$ cat config.mk
export PLATFORM = sky130hd
export DESIGN_NAME = sokoban_man_move
export DESIGN_NICKNAME = d
export VERILOG_FILES = /design/src/rtl/sokoban_man_move.sv
export SDC_FILE = /design/constraint.sdc
export NUM_CORES = 1
export LEC_CHECK = 0
export ABC_AREA = 1
export CAP_MARGIN = 20
export CORE_MARGIN = 4
export CORE_UTILIZATION = 35
export DETAILED_ROUTE_END_ITERATION = 7
export HOLD_SLACK_MARGIN = 0.05
export PLACE_DENSITY_LB_ADDON = 0.25
export SETUP_SLACK_MARGIN = 0.1
export SYNTH_ARGS = -nofsm -noshare
export SYNTH_HDL_FRONTEND = slang
export SYNTH_SLANG_ARGS = --single-unit
export TNS_END_PERCENT = 100
$ cat constraint.sdc
create_clock -name clk -period 4 [get_ports clk]
set_input_delay 0.8 -clock clk [delete_from_list [all_inputs] [get_ports clk]]
set_output_delay 0.8 -clock clk [all_outputs]
set_load 0.01 [all_outputs]
$ cat src/rtl/sokoban_man_move.sv
// sokoban_man_move
//   Single-step player-movement engine for an 8x8 Sokoban board. A start
//   strobe samples the packed game state and a target cursor cell. The
//   engine moves the man one cell toward the cursor, pushing a box when
//   that is legal. It registers the updated state and a success flag, and
//   pulses done one cycle later.
//
//   Ports:
//     clk             system clock
//     rst             synchronous active-high reset
//     start           one-cycle request strobe; samples game_state/cursor
//     game_state      packed state {floor[63:0], box[63:0], row[2:0], col[2:0]}
//     cursor          target cell {row[2:0], col[2:0]}
//     game_state_next registered updated state
//     result          registered: 1 = man moved, 0 = rejected / no move
//     done            one-cycle pulse in the cycle after start
module sokoban_man_move (
  input  logic         clk,
  input  logic         rst,
  input  logic         start,
  input  logic [133:0] game_state,
  input  logic [5:0]   cursor,
  output logic [133:0] game_state_next,
  output logic         result,
  output logic         done
);

  typedef enum logic [2:0] {
    DIR_NONE,
    DIR_UP,
    DIR_DOWN,
    DIR_LEFT,
    DIR_RIGHT
  } dir_t;

  dir_t         dir;
  logic [63:0]  floor_plane;
  logic [63:0]  box_plane;
  logic [63:0]  next_floor;
  logic [63:0]  next_box;
  logic [2:0]   man_row;
  logic [2:0]   man_col;
  logic [2:0]   cur_row;
  logic [2:0]   cur_col;
  logic [2:0]   n_row;
  logic [2:0]   n_col;
  logic [2:0]   n2_row;
  logic [2:0]   n2_col;
  logic         n_in;
  logic         n2_in;
  logic [5:0]   n_idx;
  logic [5:0]   n2_idx;
  logic         n_box;
  logic         n_floor;
  logic         n2_floor;
  logic         do_step;
  logic         do_push;
  logic [133:0] next_state;
  logic         next_result;

  always_comb begin
    floor_plane = game_state[133:70];
    box_plane   = game_state[69:6];
    man_row     = game_state[5:3];
    man_col     = game_state[2:0];
    cur_row     = cursor[5:3];
    cur_col     = cursor[2:0];

    dir = DIR_NONE;
    if (cur_row < man_row)      dir = DIR_UP;
    else if (cur_row > man_row) dir = DIR_DOWN;
    else if (cur_col < man_col) dir = DIR_LEFT;
    else if (cur_col > man_col) dir = DIR_RIGHT;

    // Coordinates may wrap in 3 bits; the in-bounds flags gate every use.
    n_row  = man_row;
    n_col  = man_col;
    n2_row = man_row;
    n2_col = man_col;
    n_in   = 1'b0;
    n2_in  = 1'b0;
    case (dir)
      DIR_UP: begin
        n_in   = (man_row != 3'd0);
        n2_in  = (man_row > 3'd1);
        n_row  = man_row - 3'd1;
        n2_row = man_row - 3'd2;
      end
      DIR_DOWN: begin
        n_in   = (man_row != 3'd7);
        n2_in  = (man_row < 3'd6);
        n_row  = man_row + 3'd1;
        n2_row = man_row + 3'd2;
      end
      DIR_LEFT: begin
        n_in   = (man_col != 3'd0);
        n2_in  = (man_col > 3'd1);
        n_col  = man_col - 3'd1;
        n2_col = man_col - 3'd2;
      end
      DIR_RIGHT: begin
        n_in   = (man_col != 3'd7);
        n2_in  = (man_col < 3'd6);
        n_col  = man_col + 3'd1;
        n2_col = man_col + 3'd2;
      end
      default: ;
    endcase

    // Row r sits at plane bits [63-8r:56-8r], so bit index = 8*(7-r)+c = {~r, c}.
    n_idx  = {~n_row, n_col};
    n2_idx = {~n2_row, n2_col};

    // Box takes precedence over floor when classifying a cell.
    n_box    = box_plane[n_idx];
    n_floor  = !box_plane[n_idx] && floor_plane[n_idx];
    n2_floor = !box_plane[n2_idx] && floor_plane[n2_idx];

    do_step = n_in && n_floor;
    do_push = n_in && n_box && n2_in && n2_floor;

    next_floor  = floor_plane;
    next_box    = box_plane;
    next_state  = game_state;
    next_result = 1'b0;
    if (do_step) begin
      next_state[5:0] = {n_row, n_col};
      next_result     = 1'b1;
    end else if (do_push) begin
      next_box[n_idx]    = 1'b0;
      next_floor[n_idx]  = 1'b1;
      next_box[n2_idx]   = 1'b1;
      next_floor[n2_idx] = 1'b0;
      next_state         = {next_floor, next_box, n_row, n_col};
      next_result        = 1'b1;
    end
  end

  always_ff @(posedge clk) begin
    if (rst) begin
      game_state_next <= '0;
      result          <= 1'b0;
      done            <= 1'b0;
    end else begin
      done <= start;
      if (start) begin
        game_state_next <= next_state;
        result          <= next_result;
      end
    end
  end

endmodule

; ---- Word-level counts from Yosys, hierarchy flattened
; Index checks and enable logic that the tools add are counted.
[totals]
output_inout_bits = 136
ff_bits = 136
word_cells = 76
input_bits = 143
[classes]
mux = 27
reduce_logical = 12
eq_ne = 6
bitwise = 8
n_lt_le_gt_ge = 12
n_addsub = 8
[ops]
columns = operator, n
row1 = 134-bit 2-to-1 mux, 1
row2 = 64-bit AND, 2
row3 = 128-bit 2-to-1 mux, 1
row4 = 64-bit inverter, 2
row5 = 64-bit OR, 2
row6 = 1-bit binary-select mux with 6-bit select, 4
row7 = 3-bit case mux with 2 select lines, 4
row8 = "6-bit by 7-bit < comparator with 1-bit output, second input constant", 2
row9 = 1-bit demux with 6-bit select, 2
row10 = "6-bit by 1-bit greater-or-equal comparator with 1-bit output, second input constant", 2
row11 = 3-bit 2-to-1 mux, 4
row12 = 1-bit logical AND, 8
row13 = 1-bit 2-to-1 mux, 8
row14 = 1-bit case mux with 4 select lines, 2
row15 = "3-bit by 1-bit adder with 3-bit output, second input constant", 2
row16 = "3-bit by 2-bit adder with 3-bit output, second input constant", 2
row17 = "3-bit by 2-bit == test with 1-bit output, second input constant", 2
row18 = "3-bit by 1-bit greater-than comparator with 1-bit output, second input constant", 2
row19 = 3-bit greater-than comparator, 2
row20 = 3-bit < comparator, 2
row21 = "3-bit < comparator, second input constant", 2
row22 = 6-bit 2-to-1 mux, 1
row23 = "3-bit != test, second input constant", 2
row24 = 3-bit inverter, 2
row25 = 6 further kinds, 10

; ---- Longest topological paths before layout
[depth]
depth_word = 17
mapped_depth = 31
mapped_depth_nobuf = 27

; ---- Worst setup path after synthesis
; OpenSTA, ideal clock, no wires.
[synth_timing]
path_kind = in2reg
start = input game_state[5]
end = register game_state_next[69]
n_path_buf = 5
path_slack_ns = 0.174
arrival_ns = 3.709
path_stages = 29
setup_ns = 0.117
required_ns = 3.883
cell_sequence = clkbuf_1 inv_1 ha_1 nand2_1 nand2_1 nor2_2 nor2_4 o211ai_1 nand2_1 buf_6 buf_6 nand2_1 nand2_1 nand2_1 nand2_1 nand2_1 nand2_1 nand2_1 nand2_1 nor2_1 nand2_1 nor2_1 nand2_2 buf_6 buf_6 nor2_1 nand2_1 a21oi_1 nor2_1
[synth_via]
elab_chain_len = 15
elab_cells_between_ends = 55
cone_classes = add/sub (4) / order compare (8) / eq/ne (5) / mux (22) / bitwise (5) / reduce/logical (11)
[synth_lines]
columns = item, line_no
row1 = start: declaration, 21  ; input logic [133:0] game_state,
row2 = 3-bit greater-than comparator, 71  ; else if (cur_row > man_row) dir = DIR_DOWN;
row3 = 3-bit 2-to-1 mux, 71
row4 = 3-bit 2-to-1 mux, 70  ; if (cur_row < man_row) dir = DIR_UP;
row5 = 3-bit by 2-bit == test with 1-bit output or 3-bit by 1-bit == test with 1-bit output (tied branches), 82  ; case (dir)
row6 = 3-bit case mux with 2 select lines, 82
row7 = 3-bit inverter, 111  ; n_idx = {~n_row, n_col};
row8 = 6-bit by 7-bit < comparator with 1-bit output (not written as such) or 6-bit by 1-bit greater-or-equal comparator with 1-bit output (tied branches), 130  ; next_box[n_idx] = 1'b0;
row9 = 1-bit logical AND (not written as such), 130
row10 = 1-bit 2-to-1 mux (not written as such), 130
row11 = 1-bit demux with 6-bit select, 130
row12 = 64-bit inverter (no line), --
row13 = 64-bit AND (no line), --
row14 = 64-bit OR (no line), --
row15 = 134-bit 2-to-1 mux, 129  ; end else if (do_push) begin
row16 = 128-bit 2-to-1 mux *, 126  ; if (do_step) begin
row17 = end signal: assignment, 147  ; game_state_next <= next_state;
row18 = end: declaration, 23  ; output logic [133:0] game_state_next,
; Mark *: on every way between the ends. The rest lies on a longest branch, timed or not. The select of a mux whose other input is x is not followed.
; A chain may end at the register's enable or synchronous reset.

; ---- Final worst setup path
[layout_timing]
start = input game_state[1]
end = register game_state_next[92]
[layout_via]
elab_chain_len = 16
elab_cells_between_ends = 57
cone_classes = add/sub (4) / order compare (8) / eq/ne (5) / mux (24) / bitwise (5) / reduce/logical (11)
[layout_lines]
columns = item, line_no
row1 = 3-bit greater-than comparator, 73  ; else if (cur_col > man_col) dir = DIR_RIGHT;
row2 = 3-bit 2-to-1 mux, 73
row3 = 3-bit 2-to-1 mux, 72  ; else if (cur_col < man_col) dir = DIR_LEFT;
row4 = 3-bit 2-to-1 mux, 71
row5 = 3-bit 2-to-1 mux, 70
row6 = 3-bit by 2-bit == test with 1-bit output or 3-bit by 1-bit == test with 1-bit output (tied branches), 82
row7 = 3-bit case mux with 2 select lines, 82
row8 = "3-bit inverter, on equally long branches", "111, 112"
row9 = "6-bit by 7-bit < comparator with 1-bit output (not written as such), or another cell as far along", 131  ; next_floor[n_idx] = 1'b1;
row10 = "1-bit logical AND, on equally long branches", "131, 133"
row11 = "1-bit 2-to-1 mux, on equally long branches", "131, 133"
row12 = "1-bit demux with 6-bit select, on equally long branches", "131, 133"
row13 = 64-bit OR (no line) or 64-bit inverter (tied branches), --
row14 = 64-bit AND (no line), --
row15 = 134-bit 2-to-1 mux, 129
row16 = 128-bit 2-to-1 mux *, 126
; Marked as above.

==> metrics.md <==
| Metric | Value |
|---|---|
| Status | complete, no violations |
| Hold buffers post-CTS | 0 |
| EDFF count, synth | 0 |
| Post-Syn Area | approximately 0.011 mm^2 |
| Simple-gate share of the synthesized area | a little under two fifths |
| Origin of the worst min-delay path | game_state_next[107]$_SDFFE_PP0P_ |
| # diodes | 0 |
| Vias per std cell | ~5.2 |
| Most common cell in the synthesized netlist | nand2_1 |
| Maximum vdd drop | 0.000323 V |
| Synth Area in Compound Gates | 23.5% |
| Via count | 14,839 |
| Global-route wire length before repair | around 77,000 um |
| Syn nets | ~2,200 |
| Tmin final | between 3 and 4 ns |
| Hold Path Cell Cnt | 2 |
| Layout area overhead | 49.7% |
| Fraction of registers with async set/reset | 0% |
| Post-synth top area share | roughly 28% |
| TritonCTS buffer count | 17 |
| Synth cell count leaders | 816 x nand2_1, 285 x o21ai_0, 217 x nor2_1 |
| Largest net degree at the start of global routing | approximately 110 |
| Critical Path End Type | flip-flop |
| Core ar. | approximately 0.031 mm^2 |
| H-tree lvl count | 4 |
| # IOs | approximately 280 |
| Top post-synthesis cells by area | nand2_1 28%, dfxtp_1 25%, o21ai_0 13%, nor2_1 7.4%, a21oi_1 7.3% |
| Final TNS setup | 0 ns |
| Post-synthesis sequential area ratio | about a quarter |
| FF-to-FF path depth | 4 |
| Setup WS pre-CTS | -0.558 ns |
| Max Fanout on Critical Path | 18 |
| Main combinational cell family by area after synthesis | simple AND/OR/NAND/NOR gates |
| Synth Area in XOR/XNOR | 0.477% |
| TritonCTS Sinks | approximately 140 |
| Final Hold Viols | 0 |
| ANT nets after route | 0 |
| Global Route Usage Sum | 28.6% |
| Max-Cap Viols | 0 |
| Leakage | 7.53 nW |
| RR Startpoint | game_state_next[28]$_SDFFE_PP0P_ |
| Mux share of post-synthesis cell area | 0% |
| Die Ht | roughly 190 um |
| PD cells | approximately 360 mW/mm^2 |
| CTS tree | built |
| Vias in the first global route | ~14,000 |
| Critical path class | in2reg |
| Least-Margin Pin Slew | approximately 1.1 ns |
| Area of the multi-input gates | 0.00726 mm^2 |
| Initial antenna violation count | 1 |
| Routed length per instance | ~18 um |
| Avg Inst Size Synth | 5.37 um^2 |
| Worst endpoint data arrival time | just over 4 ns |
| Synth Warn # | 0 |
| Unrepaired setup endpoints after global routing | true |
| Setup crit start kind | input pin |
| Critical Path RT | ~4.4 ns |
| Clock tree root driver cell | clkbuf_16 |
| Gr ovfl total | 0 |
| Slew Limit Headroom | ~26% |
| Die ar. | 0.0344 mm^2 |
| PortBufs | between 200 and 300 |
| DR pass1 iterations | 6 |
| Worst hold path type | reg2reg |
| Share of post-route cells with drive strength above 1 | between 10 and 15% |
| FF-to-FF setup slack | ~3.3 ns |
| Chip width | between 150 and 200 um |
| Final count of pins violating max slew | 0 |
| Hpwl dp | 37,200 um |
| Synth area leader | nand2_1 |
| Fin nets | around 2,600 |
| Gate Count Post-Synth | about 2,100 |
| Reg-to-reg endpoint | game_state_next[28]$_SDFFE_PP0P_ |
| FILL cells | around 3,100 |
| Fmax | about 270 MHz |
| Flip-flop and latch count after synthesis | roughly 140 |
| WL final | 52,400 um |
| Maximum root-to-sink buffer count | 2 |
| Cell variety after synth | 32 |
| Final worst setup slack | between 0.2 and 0.3 ns |
| Synth Area in Adders | 1.59% |
| CTS clk-pin slew, worst paths | roughly 0.060 ns |
| Min-Delay Endpoint | game_state_next[107]$_SDFFE_PP0P_ |
| Placer Congestion | 0.942 |
| Worst Hold Slack | around 0.46 ns |
| Register area | 0.00272 mm^2 |
| Initial drt markers | about 1,500 |
| Clock skew | 0 ns |
| Final worst-path cycle share | 93.2% |
| Starting Density | 35.8% |
| Worst-Skew Late Latency | ~0.44 ns |
| Rows | 64 |
| Most common flop cell mapped by yosys | dfxtp_1 |
| DRC violations left | 0 |
| Setup-failing EPs final | 0 |
stage by stage:
stage	total power [W]	util [%]	area, um^2	std cells
final	0.00595	53.5	16500	2835
after global routing	0.00625	53.5	16500	2835
after CTS	0.00578	52.3	16100	2821
after detailed placement	0.00382	49.2	15200	2779
after global placement	0.00380	49.2	15200	2779
after floorplan	0.00275	-	11000	2054
critical path: stages:
cell	delay, ns
clkbuf_2	0.09
inv_2	0.05
ha_4	0.25
nand2_2	0.05
nor2_1	0.10
nor2_1	0.05
buf_4	0.14
o211ai_1	0.33
nand2_4	0.18
buf_12	0.17
clkbuf_16	0.15
nand2_2	0.05
nand2_1	0.04
nand2_1	0.05
nand2_1	0.05
nand2_1	0.07
nand2_2	0.07
nand2_1	0.05
nand2_1	0.05
nor2_1	0.09
nand2_1	0.09
nor2_2	0.16
nand2_4	0.16
buf_12	0.20
clkbuf_16	0.18
o21ai_1	0.15
nand2_1	0.07
a21oi_1	0.16
cells by family (layout without fill, tap and decap cells):
kind of cell,count (synthesis),in the layout
AND/OR/NAND/NOR,1088,1088
AO/OA/AOI/OAI,512,512
buffers and inverters,298,683
flip-flops,136,136
adder cells (fa/ha/maj),14,14
XOR/XNOR,6,6
worst max path at each step:
stage | from | endpoint | slack, ns | cells after the start
final | game_state[1] | game_state_next[92]$_SDFFE_PP0P_ | 0.27 | 28
after global routing | game_state[2] | game_state_next[98]$_SDFFE_PP0P_ | 0.004 | 28
after CTS | cursor[4] | game_state_next[53]$_SDFFE_PP0P_ | 0.11 | 24
after detailed placement | game_state[2] | game_state_next[60]$_SDFFE_PP0P_ | -0.56 | 28
after global placement | game_state[2] | game_state_next[60]$_SDFFE_PP0P_ | -0.53 | 28
after floorplan | game_state[5] | game_state_next[69]$_SDFFE_PP0P_ | 0.17 | 29
power by group:
group          switching [W]  leakage [nW]  internal [W]
Sequential         0.0000727          1.13       0.00148
Clock               0.000715         0.308       0.00111
Combinational        0.00142          6.10       0.00115
area by class of cell:
| cell class | instances | share of cell area (%) |
|---|---|---|
| clock buffer | 18 | 2.60 |
| clock inverter | 13 | 1.32 |
| inverter | 175 | 4.03 |
| multi-input combinational | 1620 | 44.0 |
| sequential | 136 | 16.5 |
| tap | 396 | 3.00 |
| timing repair buffer | 477 | 28.5 |
flip-flops by register name (all words and copies together) (netlist names):
signal           cells
game_state_next    134
result               1
done                 1
metal layers:
layer	track usage (%)	vias up	share of wire, %
met4	9.66	2	3.1
li1	-	7251	-
met5	0	-	0.027
met1	38.2	6750	43
met2	46.9	718	46
met3	5.12	118	8.1
layout by cell type (no fill, tap or decap), types with 3 or more instances in the layout:
cell,n
a21oi_1,147
a21oi_2,14
buf_12,17
buf_16,5
buf_4,165
buf_6,5
bufinv_16,5
clkbuf_16,25
clkbuf_2,7
clkdlybuf4s50_1,264
clkinv_1,4
clkinv_4,3
clkinvlp_4,3
dfxtp_1,136
dlymetal6s2s_1,4
ha_1,9
ha_4,5
inv_1,159
inv_2,10
inv_6,4
nand2_1,798
nand2_2,16
nand2_4,5
nand3_1,37
nand3b_1,4
nor2_1,214
nor2_2,3
nor2_4,4
nor3_1,3
o211ai_1,5
o21ai_0,269
o21ai_1,62
o21ai_2,5
o22ai_1,5
xnor2_1,3
xor2_1,3
what timing repair did:
item | in CTS | in global routing
pin swaps | 7 | 29
setup endpoints to repair | 110 | 135
cloned | 5 | 8
buffers inserted | 6 | 8
gates resized for setup | 37 | 83
(Power assumes the default switching activity.)
